`config.mk`:
```
export PLATFORM = sky130hd
export DESIGN_NAME = stopwatch_display
export DESIGN_NICKNAME = d
export VERILOG_FILES = /design/src/rtl/stopwatch_pkg.sv /design/src/rtl/sync_edge_detect.sv /design/src/rtl/stopwatch_display.sv
export SDC_FILE = /design/constraint.sdc
export NUM_CORES = 1
export LEC_CHECK = 0
export CORE_MARGIN = 3
export CORE_UTILIZATION = 46
export CTS_BUF_LIST = sky130_fd_sc_hd__clkbuf_16
export CTS_CLUSTER_SIZE = 12
export DETAILED_ROUTE_END_ITERATION = 6
export DONT_BUFFER_PORTS = 1
export PLACE_DENSITY_LB_ADDON = 0.3
export SETUP_SLACK_MARGIN = 0.5
export SLEW_MARGIN = 10
export SYNTH_ARGS = -nofsm -noshare
export SYNTH_HDL_FRONTEND = slang
export SYNTH_SLANG_ARGS = --single-unit
```
`constraint.sdc`:
```
create_clock -name clk -period 2.4 [get_ports clk]
set_input_delay 0.36 -clock clk [delete_from_list [all_inputs] [get_ports clk]]
set_output_delay 0.36 -clock clk [all_outputs]
set_load 0.03 [all_outputs]
```
`src/rtl/stopwatch_pkg.sv`:
```
// Shared definitions for the stopwatch display: FSM encoding, digit layout
// and BCD limits used by the counter and the scan multiplexer.
package stopwatch_pkg;

    typedef enum logic [1:0] {
        ST_IDLE  = 2'd0,
        ST_RUN   = 2'd1,
        ST_PAUSE = 2'd2
    } sw_state_e;

    localparam int DIGIT_COUNT = 6;

    localparam logic [3:0] BCD_UNITS_MAX = 4'd9;
    localparam logic [3:0] BCD_TENS_MAX  = 4'd5;

    // Digit positions inside time_bcd, least significant nibble first
    localparam logic [2:0] DIG_FR_U  = 3'd0;
    localparam logic [2:0] DIG_FR_T  = 3'd1;
    localparam logic [2:0] DIG_SEC_U = 3'd2;
    localparam logic [2:0] DIG_SEC_T = 3'd3;
    localparam logic [2:0] DIG_MIN_U = 3'd4;
    localparam logic [2:0] DIG_MIN_T = 3'd5;

    // Units digits (even index) count to 9, tens digits (odd index) to 5
    function automatic logic [3:0] digit_max(input logic [2:0] idx);
        if (idx[0]) begin
            return BCD_TENS_MAX;
        end else begin
            return BCD_UNITS_MAX;
        end
    endfunction

endpackage

```
`src/rtl/sync_edge_detect.sv`:
```
// Multi-flop synchronizer for an asynchronous level, followed by a rising-edge
// detector producing a registered one-clock pulse per input rising edge.
module sync_edge_detect #(
    parameter int SYNC_STAGES = 2
) (
    input  logic clk,
    input  logic rst_n,
    input  logic async_in,
    output logic rise_pulse
);

    // Fewer than two flops would not give the input time to settle
    localparam int STAGES = (SYNC_STAGES < 2) ? 2 : SYNC_STAGES;

    logic [STAGES-1:0] sync_q;
    logic [STAGES-1:0] sync_d;
    logic              prev_q;
    logic              prev_d;
    logic              pulse_q;
    logic              pulse_d;

    // Shift the input through the chain and flag a 0->1 step at its output
    always_comb begin
        sync_d  = {sync_q[STAGES-2:0], async_in};
        prev_d  = sync_q[STAGES-1];
        pulse_d = sync_q[STAGES-1] & ~prev_q;
    end

    // Synchronizer, history and pulse flops, all cleared by reset
    always_ff @(posedge clk or negedge rst_n) begin
        if (!rst_n) begin
            sync_q  <= {STAGES{1'b0}};
            prev_q  <= 1'b0;
            pulse_q <= 1'b0;
        end else begin
            sync_q  <= sync_d;
            prev_q  <= prev_d;
            pulse_q <= pulse_d;
        end
    end

    assign rise_pulse = pulse_q;

endmodule

```
`src/rtl/stopwatch_display.sv`:
```
// Stopwatch with mm:ss:ff BCD time (60 frames per second), start/stop and
// clear buttons, a sticky rollover flag and a six-digit display scanner.
module stopwatch_display
    import stopwatch_pkg::*;
#(
    parameter int SYNC_STAGES = 2,
    parameter int NUM_DIGITS  = 6
) (
    input  logic        clk,
    input  logic        rst_n,
    input  logic        clk60,
    input  logic        clk480,
    input  logic        btn_start_stop,
    input  logic        btn_clear,
    output logic [23:0] time_bcd,
    output logic        running,
    output logic        wrapped,
    output logic [2:0]  digit_sel,
    output logic [3:0]  digit_val
);

    localparam logic [2:0] LAST_DIGIT = 3'(NUM_DIGITS - 1);

    logic tick60;
    logic tick480;
    logic ev_ss;
    logic ev_clr;

    sw_state_e   state_q;
    sw_state_e   state_d;
    logic [23:0] time_q;
    logic [23:0] time_d;
    logic        wrapped_q;
    logic        wrapped_d;
    logic [2:0]  digit_sel_q;
    logic [2:0]  digit_sel_d;
    logic        carry;
    logic [3:0]  nib;

    sync_edge_detect #(.SYNC_STAGES(SYNC_STAGES)) u_sync_60 (
        .clk(clk), .rst_n(rst_n), .async_in(clk60), .rise_pulse(tick60)
    );
    sync_edge_detect #(.SYNC_STAGES(SYNC_STAGES)) u_sync_480 (
        .clk(clk), .rst_n(rst_n), .async_in(clk480), .rise_pulse(tick480)
    );
    sync_edge_detect #(.SYNC_STAGES(SYNC_STAGES)) u_sync_ss (
        .clk(clk), .rst_n(rst_n), .async_in(btn_start_stop), .rise_pulse(ev_ss)
    );
    sync_edge_detect #(.SYNC_STAGES(SYNC_STAGES)) u_sync_clr (
        .clk(clk), .rst_n(rst_n), .async_in(btn_clear), .rise_pulse(ev_clr)
    );

    // Next state, next time and rollover flag; clear overrides everything
    always_comb begin
        state_d   = state_q;
        time_d    = time_q;
        wrapped_d = wrapped_q;
        carry     = 1'b0;
        nib       = 4'd0;
        if (ev_clr) begin
            state_d   = ST_IDLE;
            time_d    = 24'd0;
            wrapped_d = 1'b0;
        end else begin
            case (state_q)
                ST_IDLE:  state_d = ev_ss ? ST_RUN   : ST_IDLE;
                ST_RUN:   state_d = ev_ss ? ST_PAUSE : ST_RUN;
                ST_PAUSE: state_d = ev_ss ? ST_RUN   : ST_PAUSE;
                default:  state_d = ST_IDLE;
            endcase
            // Frames are counted by the state we are in now, so a start/stop
            // landing on the same cycle as a tick does not change its fate
            if ((state_q == ST_RUN) && tick60) begin
                carry = 1'b1;
                for (int i = 0; i < DIGIT_COUNT; i++) begin
                    nib = time_q[i*4 +: 4];
                    if (carry) begin
                        // >= also folds any illegal nibble back to zero
                        if (nib >= digit_max(3'(i))) begin
                            time_d[i*4 +: 4] = 4'd0;
                        end else begin
                            time_d[i*4 +: 4] = nib + 4'd1;
                            carry            = 1'b0;
                        end
                    end else begin
                        time_d[i*4 +: 4] = nib;
                    end
                end
                // Carry out of the top digit means 59:59:59 rolled to zero
                if (carry) begin
                    wrapped_d = 1'b1;
                end else begin
                    wrapped_d = wrapped_q;
                end
            end else begin
                time_d = time_q;
            end
        end
    end

    // Scan pointer steps on every 480 Hz tick regardless of run state
    always_comb begin
        digit_sel_d = digit_sel_q;
        if (tick480) begin
            if (digit_sel_q >= LAST_DIGIT) begin
                digit_sel_d = 3'd0;
            end else begin
                digit_sel_d = digit_sel_q + 3'd1;
            end
        end else begin
            digit_sel_d = digit_sel_q;
        end
    end

    // Control and time registers
    always_ff @(posedge clk or negedge rst_n) begin
        if (!rst_n) begin
            state_q     <= ST_IDLE;
            time_q      <= 24'd0;
            wrapped_q   <= 1'b0;
            digit_sel_q <= 3'd0;
        end else begin
            state_q     <= state_d;
            time_q      <= time_d;
            wrapped_q   <= wrapped_d;
            digit_sel_q <= digit_sel_d;
        end
    end

    // Select the nibble currently being shown on the display
    always_comb begin
        digit_val = 4'd0;
        case (digit_sel_q)
            DIG_FR_U:  digit_val = time_q[3:0];
            DIG_FR_T:  digit_val = time_q[7:4];
            DIG_SEC_U: digit_val = time_q[11:8];
            DIG_SEC_T: digit_val = time_q[15:12];
            DIG_MIN_U: digit_val = time_q[19:16];
            DIG_MIN_T: digit_val = time_q[23:20];
            default:   digit_val = 4'd0;
        endcase
    end

    assign time_bcd  = time_q;
    assign running   = (state_q == ST_RUN);
    assign wrapped   = wrapped_q;
    assign digit_sel = digit_sel_q;

endmodule

```
Word-level counts from Yosys, hierarchy flattened
Cells that the tools add are included.

Add/subtract/negate cells: 7. Order comparisons: 7. Eq/ne operators: 7. Mux-type cells: 63. Bitwise operators: 8. Reduce and logical (&&, ||, !) cells: 16.

Operators with widths (number): $mux 4 (28); $mux 24 (2); $mux 1 (27); $add 4x1->4 const B (6); $ge 4x4->1 (6); $pmux 4 s6 (1); $reduce_bool 2->1 (7); $reduce_and 2->1 (6); $eq 3x2->1 const B (2); $eq 3x3->1 const B (2); $mux 2 (3); $pmux 2 s3 (1); $and 1x1->1 (4); $not 1->1 (4); $add 3x1->3 const B (1); $eq 3x1->1 const B (1); $ge 3x3->1 const B (1); $logic_not 3->1 (1); $mux 3 (1); $eq 2x1->1 const B (1); $eq 2x2->1 const B (1); $logic_not 2->1 (1); $logic_and 1x1->1 (1).

Flip-flop bits (word level): 46. Bits of input ports: 6. Output and inout port bits: 33. Logic and storage cells: 129.

Logic depth before layout (Yosys ltp)
Depth after elaboration: 51. Mapped depth: 8. Depth with buffers taken out: 7.

Cells and area by module
A second synthesis with hierarchy kept.

Cell total of the unflattened synthesis: 253. Area, all modules: 2489.9 um2.

By module, submodules not included: stopwatch_display (times used 1, cells an instance 233, area each 2034.5 um2, seq. area each 750.7 um2); sync_edge_detect (times used 4, cells an instance 5, area each 113.9 um2, seq. area each 100.1 um2).

Worst setup path after synthesis
No wires, ideal clock.

Path type: register -> register. Start: reg time_q[0], in the netlist time_bcd[0]. End: reg time_q[19], in the netlist time_bcd[19]. Setup time: 0.078 ns. Arrival time: 2.350 ns. Data required time: 2.322 ns. Path slack: -0.028 ns. Cell stages (with the launch flop): 9. Path buffers: 1. Clock period less this slack: 2.428 ns. Path through: dfrtp_1 -> inv_1 -> ha_1 -> or3b_2 -> nand2_1 -> or4_4 -> buf_6 -> or4_1 -> a21oi_1.

Cells in the longest elaborated chain, start to end: 15.

Ends and longest elaborated chain: start: declaration (line stopwatch_display.sv:31) `logic [23:0] time_q;`; start signal: assignment (line stopwatch_display.sv:124) `time_q <= time_d;`; $ge 4x4->1 (line stopwatch_display.sv:79) `if (nib >= digit_max(3'(i))) begin`; $mux 1 (line stopwatch_display.sv:79); $mux 1 (line stopwatch_display.sv:73) `if ((state_q == ST_RUN) && tick60) begin`; $mux 1 (line stopwatch_display.sv:60) `if (ev_clr) begin`; $mux 1 (line stopwatch_display.sv:77) `if (carry) begin`; $mux 1 (line stopwatch_display.sv:73); $mux 1 (line stopwatch_display.sv:60); $mux 1 (line stopwatch_display.sv:77); $mux 1 (line stopwatch_display.sv:73); $mux 1 (line stopwatch_display.sv:60); $mux 1 (line stopwatch_display.sv:77); $mux 1 (line stopwatch_display.sv:73); $mux 1 (line stopwatch_display.sv:60); $reduce_bool 2->1 (no source line); $reduce_and 2->1 (no source line).

No other way between the ends. The select of a mux whose other input is x is not followed. A chain may end at the register's enable or synchronous reset.

Final worst setup path
Start: reg time_q[1], in the netlist time_bcd[1]. End: reg time_q[17], in the netlist time_bcd[17].

The elaborated chain is that of the path after synthesis.

==> summary.md <==
| Metric | Value |
|---|---|
| Status | `complete, no violations` |
| Vias | `1977` |
| First-pass iteration count of the detailed router | `4` |
| Final period utilization | `91.1%` |
| Seq/Total Area, Yosys | `47.5%` |
| Port buffer count | `0` |
| Hold Path Origin | `btn_clear` |
| Leading area contributor after synthesis | `dfrtp_1` |
| Reg clk slew, reported paths | `about 0.070 ns` |
| Synth top cells by count | `dfrtp_1 (46), nand2_1 (26), o21ai_0 (25)` |
| P_leak | `approximately 1.4 nW` |
| Worst-margin pin slew | `between 0.6 and 0.7 ns` |
| Vias per cell | `5.68` |
| Die height | `between 70 and 80 um` |
| Post-layout util | `65.7%` |
| Top cells by area, synth | `dfrtp_1 (48%), ha_1 (12%), o21ai_0 (5.2%), nand2_1 (4.0%), inv_1 (2.8%)` |
| Worst Setup Path Type | `reg -> reg` |
| CTS tree | `done` |
| Number of global-route vias before repair | `1928` |
| Initial antenna violation count | `0` |
| Avg Cell Area, Syn | `9.85 um2` |
| Synthesized instance count | `roughly 250` |
| Drt first-iter violations | `75` |
| Clock buffer count from CTS | `5` |
| P&R area growth vs syn | `33.2%` |
| Hold depth | `0` |
| Drt total wl | `a little under 6000 um` |
| Row cnt | `25` |
| Initial core utilization | `around half` |
| Largest net degree at the start of global routing | `between 40 and 50` |
| Main synth FF type | `dfrtp_1` |
| Share of layout cells above drive strength 1 | `about two fifths` |
| Min Tclk post-route | `roughly 2.2 ns` |
| Die area | `6170 um2` |
| Crit Path Max Fanout | `7` |
| Max-cap viol count | `0` |
| Fmax | `approximately 0.46 GHz` |
| Post-route DRC | `0` |
| R2R setup slack | `between 0.2 and 0.25 ns` |
| First-pass GRT wire length | `9540 um` |
| Max_slew headroom | `approximately 57%` |
| Syn. warnings | `0` |
| Inserted Diodes | `0` |
| Worst R2R End | `time_bcd[17]$_DFFE_PN0P_` |
| # clock sinks | `46` |
| Setup TNS | `0 ns` |
| Total GRT Usage | `19.7%` |
| Netlist Area Pre-Place | `2420 um2` |
| FF+latch count, synth | `46` |
| Netlist cell types | `39` |
| Hold Vio Cnt, Final | `0` |
| Clk_lat worst skew | `0.29 ns` |
| Die Wd | `slightly below 80 um` |
| Synthesized Nets | `around 280` |
| VDD IR max | `approximately 0.00047 V` |
| WHS Endpoint | `u_sync_clr.sync_q[0]$_DFF_PN0_` |
| Core Box Area | `4910 um2` |
| Async S/R FF share, synth | `between 90% and 100%` |
| Overflow after GRT | `0` |
| CTS H-tree lvls | `2` |
| Io pins | `39` |
| Clock root cell | `clkbuf_16` |
| Crit start category | `flop` |
| Power Density | `952 nW/um2` |
| Final #Nets | `a little over 300` |
| Post-DRT Antenna Nets | `0` |
| RSZ-0062 raised after global routing | `yes` |
| Worst r2r src | `time_bcd[1]$_DFFE_PN0P_` |
| WL/cell | `~17 um` |
| CTS max path bufs | `2` |
| # setup viols final | `0` |
| CP Capture Type | `flop` |
| Fin Clk Skew | `0.00644 ns` |
| Post-synth EDFFs | `0` |
| RD Place Congestion | `a little under 0.9` |
| DP HPWL | `3870 um` |
| Top cell type's share of synthesized area | `between 40% and 50%` |
| Required time of the worst setup path | `~2.6 ns` |
| Count leader, synth | `dfrtp_1` |
| Hold Crit Class | `in -> reg` |
| Crit path arrival time | `2.41 ns` |
| FF-to-FF path depth | `7` |
| CP Launch Point | `time_bcd[1]$_DFFE_PN0P_` |
| Final slew viol count | `0` |
timing repair:
| item | 4_1_cts | 5_1_grt |
|---|---|---|
| gates resized for setup | 23 | 48 |
| pin swaps | 20 | 25 |
| setup buffers | 10 | 2 |
| hold buffers | 2 | 0 |
| endpoints found under the setup margin | 18 | 28 |
| endpoints found under the hold margin | 46 | 0 |
placed cells by master, fill, tap and decap left out, types with 3 or more instances in the layout:
cell type  count
nand4_1        5
and2_1         3
nand2b_1       7
ha_1          17
buf_6          5
dfrtp_1       35
nor2b_1        6
o21ai_1        5
dfrtp_2       10
nand2_2        7
o21ai_2        3
or4_4          5
clkbuf_16      5
a21oi_1        5
a21o_1         4
a21oi_2        8
buf_4         25
mux2_2         4
inv_2          5
nand2_1       18
a222oi_1       4
inv_1         13
ha_4           4
nand3_1        5
o21ai_0       16
nor2_1        11
stage by stage:
stage                     hold WS [ns]  setup slack [ns]  power, mW  instance area, um2  instances
final                           0.0914             0.212       3.07                3230        348
after global routing            0.0799             0.143       3.25                3230        348
after CTS                       0.0865             0.239       2.97                3010        346
after detailed placement        0.0657             0.205       2.09                2660        326
after global placement          0.0665             0.270       2.05                2660        326
after floorplan                 0.0644             0.173       1.83                2480        246
sequential cells by signal, indices dropped and copies added (netlist names), 2 cells and up:
register and cells:
u_sync_480.sync_q 2, u_sync_60.sync_q 2, digit_sel 3, u_sync_clr.sync_q 2
state_q 2, time_bcd 24, u_sync_ss.sync_q 2
power breakdown:
group,internal (mW),leakage (nW),switching (mW),total (mW)
Combinational,0.462,0.754,0.765,1.23
Clock,0.399,0.0763,0.327,0.726
Sequential,0.903,0.580,0.216,1.12
logic make-up (layout without fill, tap and decap cells):
kind of cell	after synthesis	count (layout)	share of synthesized area (%)
and+or+nand+nor	86	86	18.6
AOI/OAI and AO/OA	59	59	14.7
DFF	46	46	47.5
buffers and inverters	25	60	4.24
adders and majority gates	23	23	11.9
muxes	6	6	2.69
xor gates and xnor gates	1	1	0.362
layout make-up:
type,count,area [um2]
Clock buffer,5,125
Tap cell,67,83.8
Inverter,18,67.6
Fill cell,357,1680
Sequential cell,46,1170
Clock inverter,3,28.8
Multi-Input combinational cell,175,1450
Timing Repair Buffer,34,307
metal layers:
metal / global-route usage (%) / routed length, um
met3: 5.85 / 336
met5: 0 / 0
met2: 31.2 / 2900
met1: 25.4 / 2600
met4: 7.17 / 87
worst max path at each step:
stage,cells past startpoint,to
finish,7,time_bcd[17]$_DFFE_PN0P_
CTS,7,time_bcd[17]$_DFFE_PN0P_
global placement,6,time_bcd[18]$_DFFE_PN0P_
floorplan,8,time_bcd[19]$_DFFE_PN0P_
global route,4,digit_val[2]
detailed placement,7,time_bcd[17]$_DFFE_PN0P_
worst max-delay path, stage by stage (launching register included):
cell	delay, ns
dfrtp_2	0.36
inv_2	0.07
ha_4	0.15
or3b_4	0.23
nand2_2	0.06
or4_4	0.61
or4b_4	0.51
a21oi_2	0.12
Power figures use the tool's default switching activity.
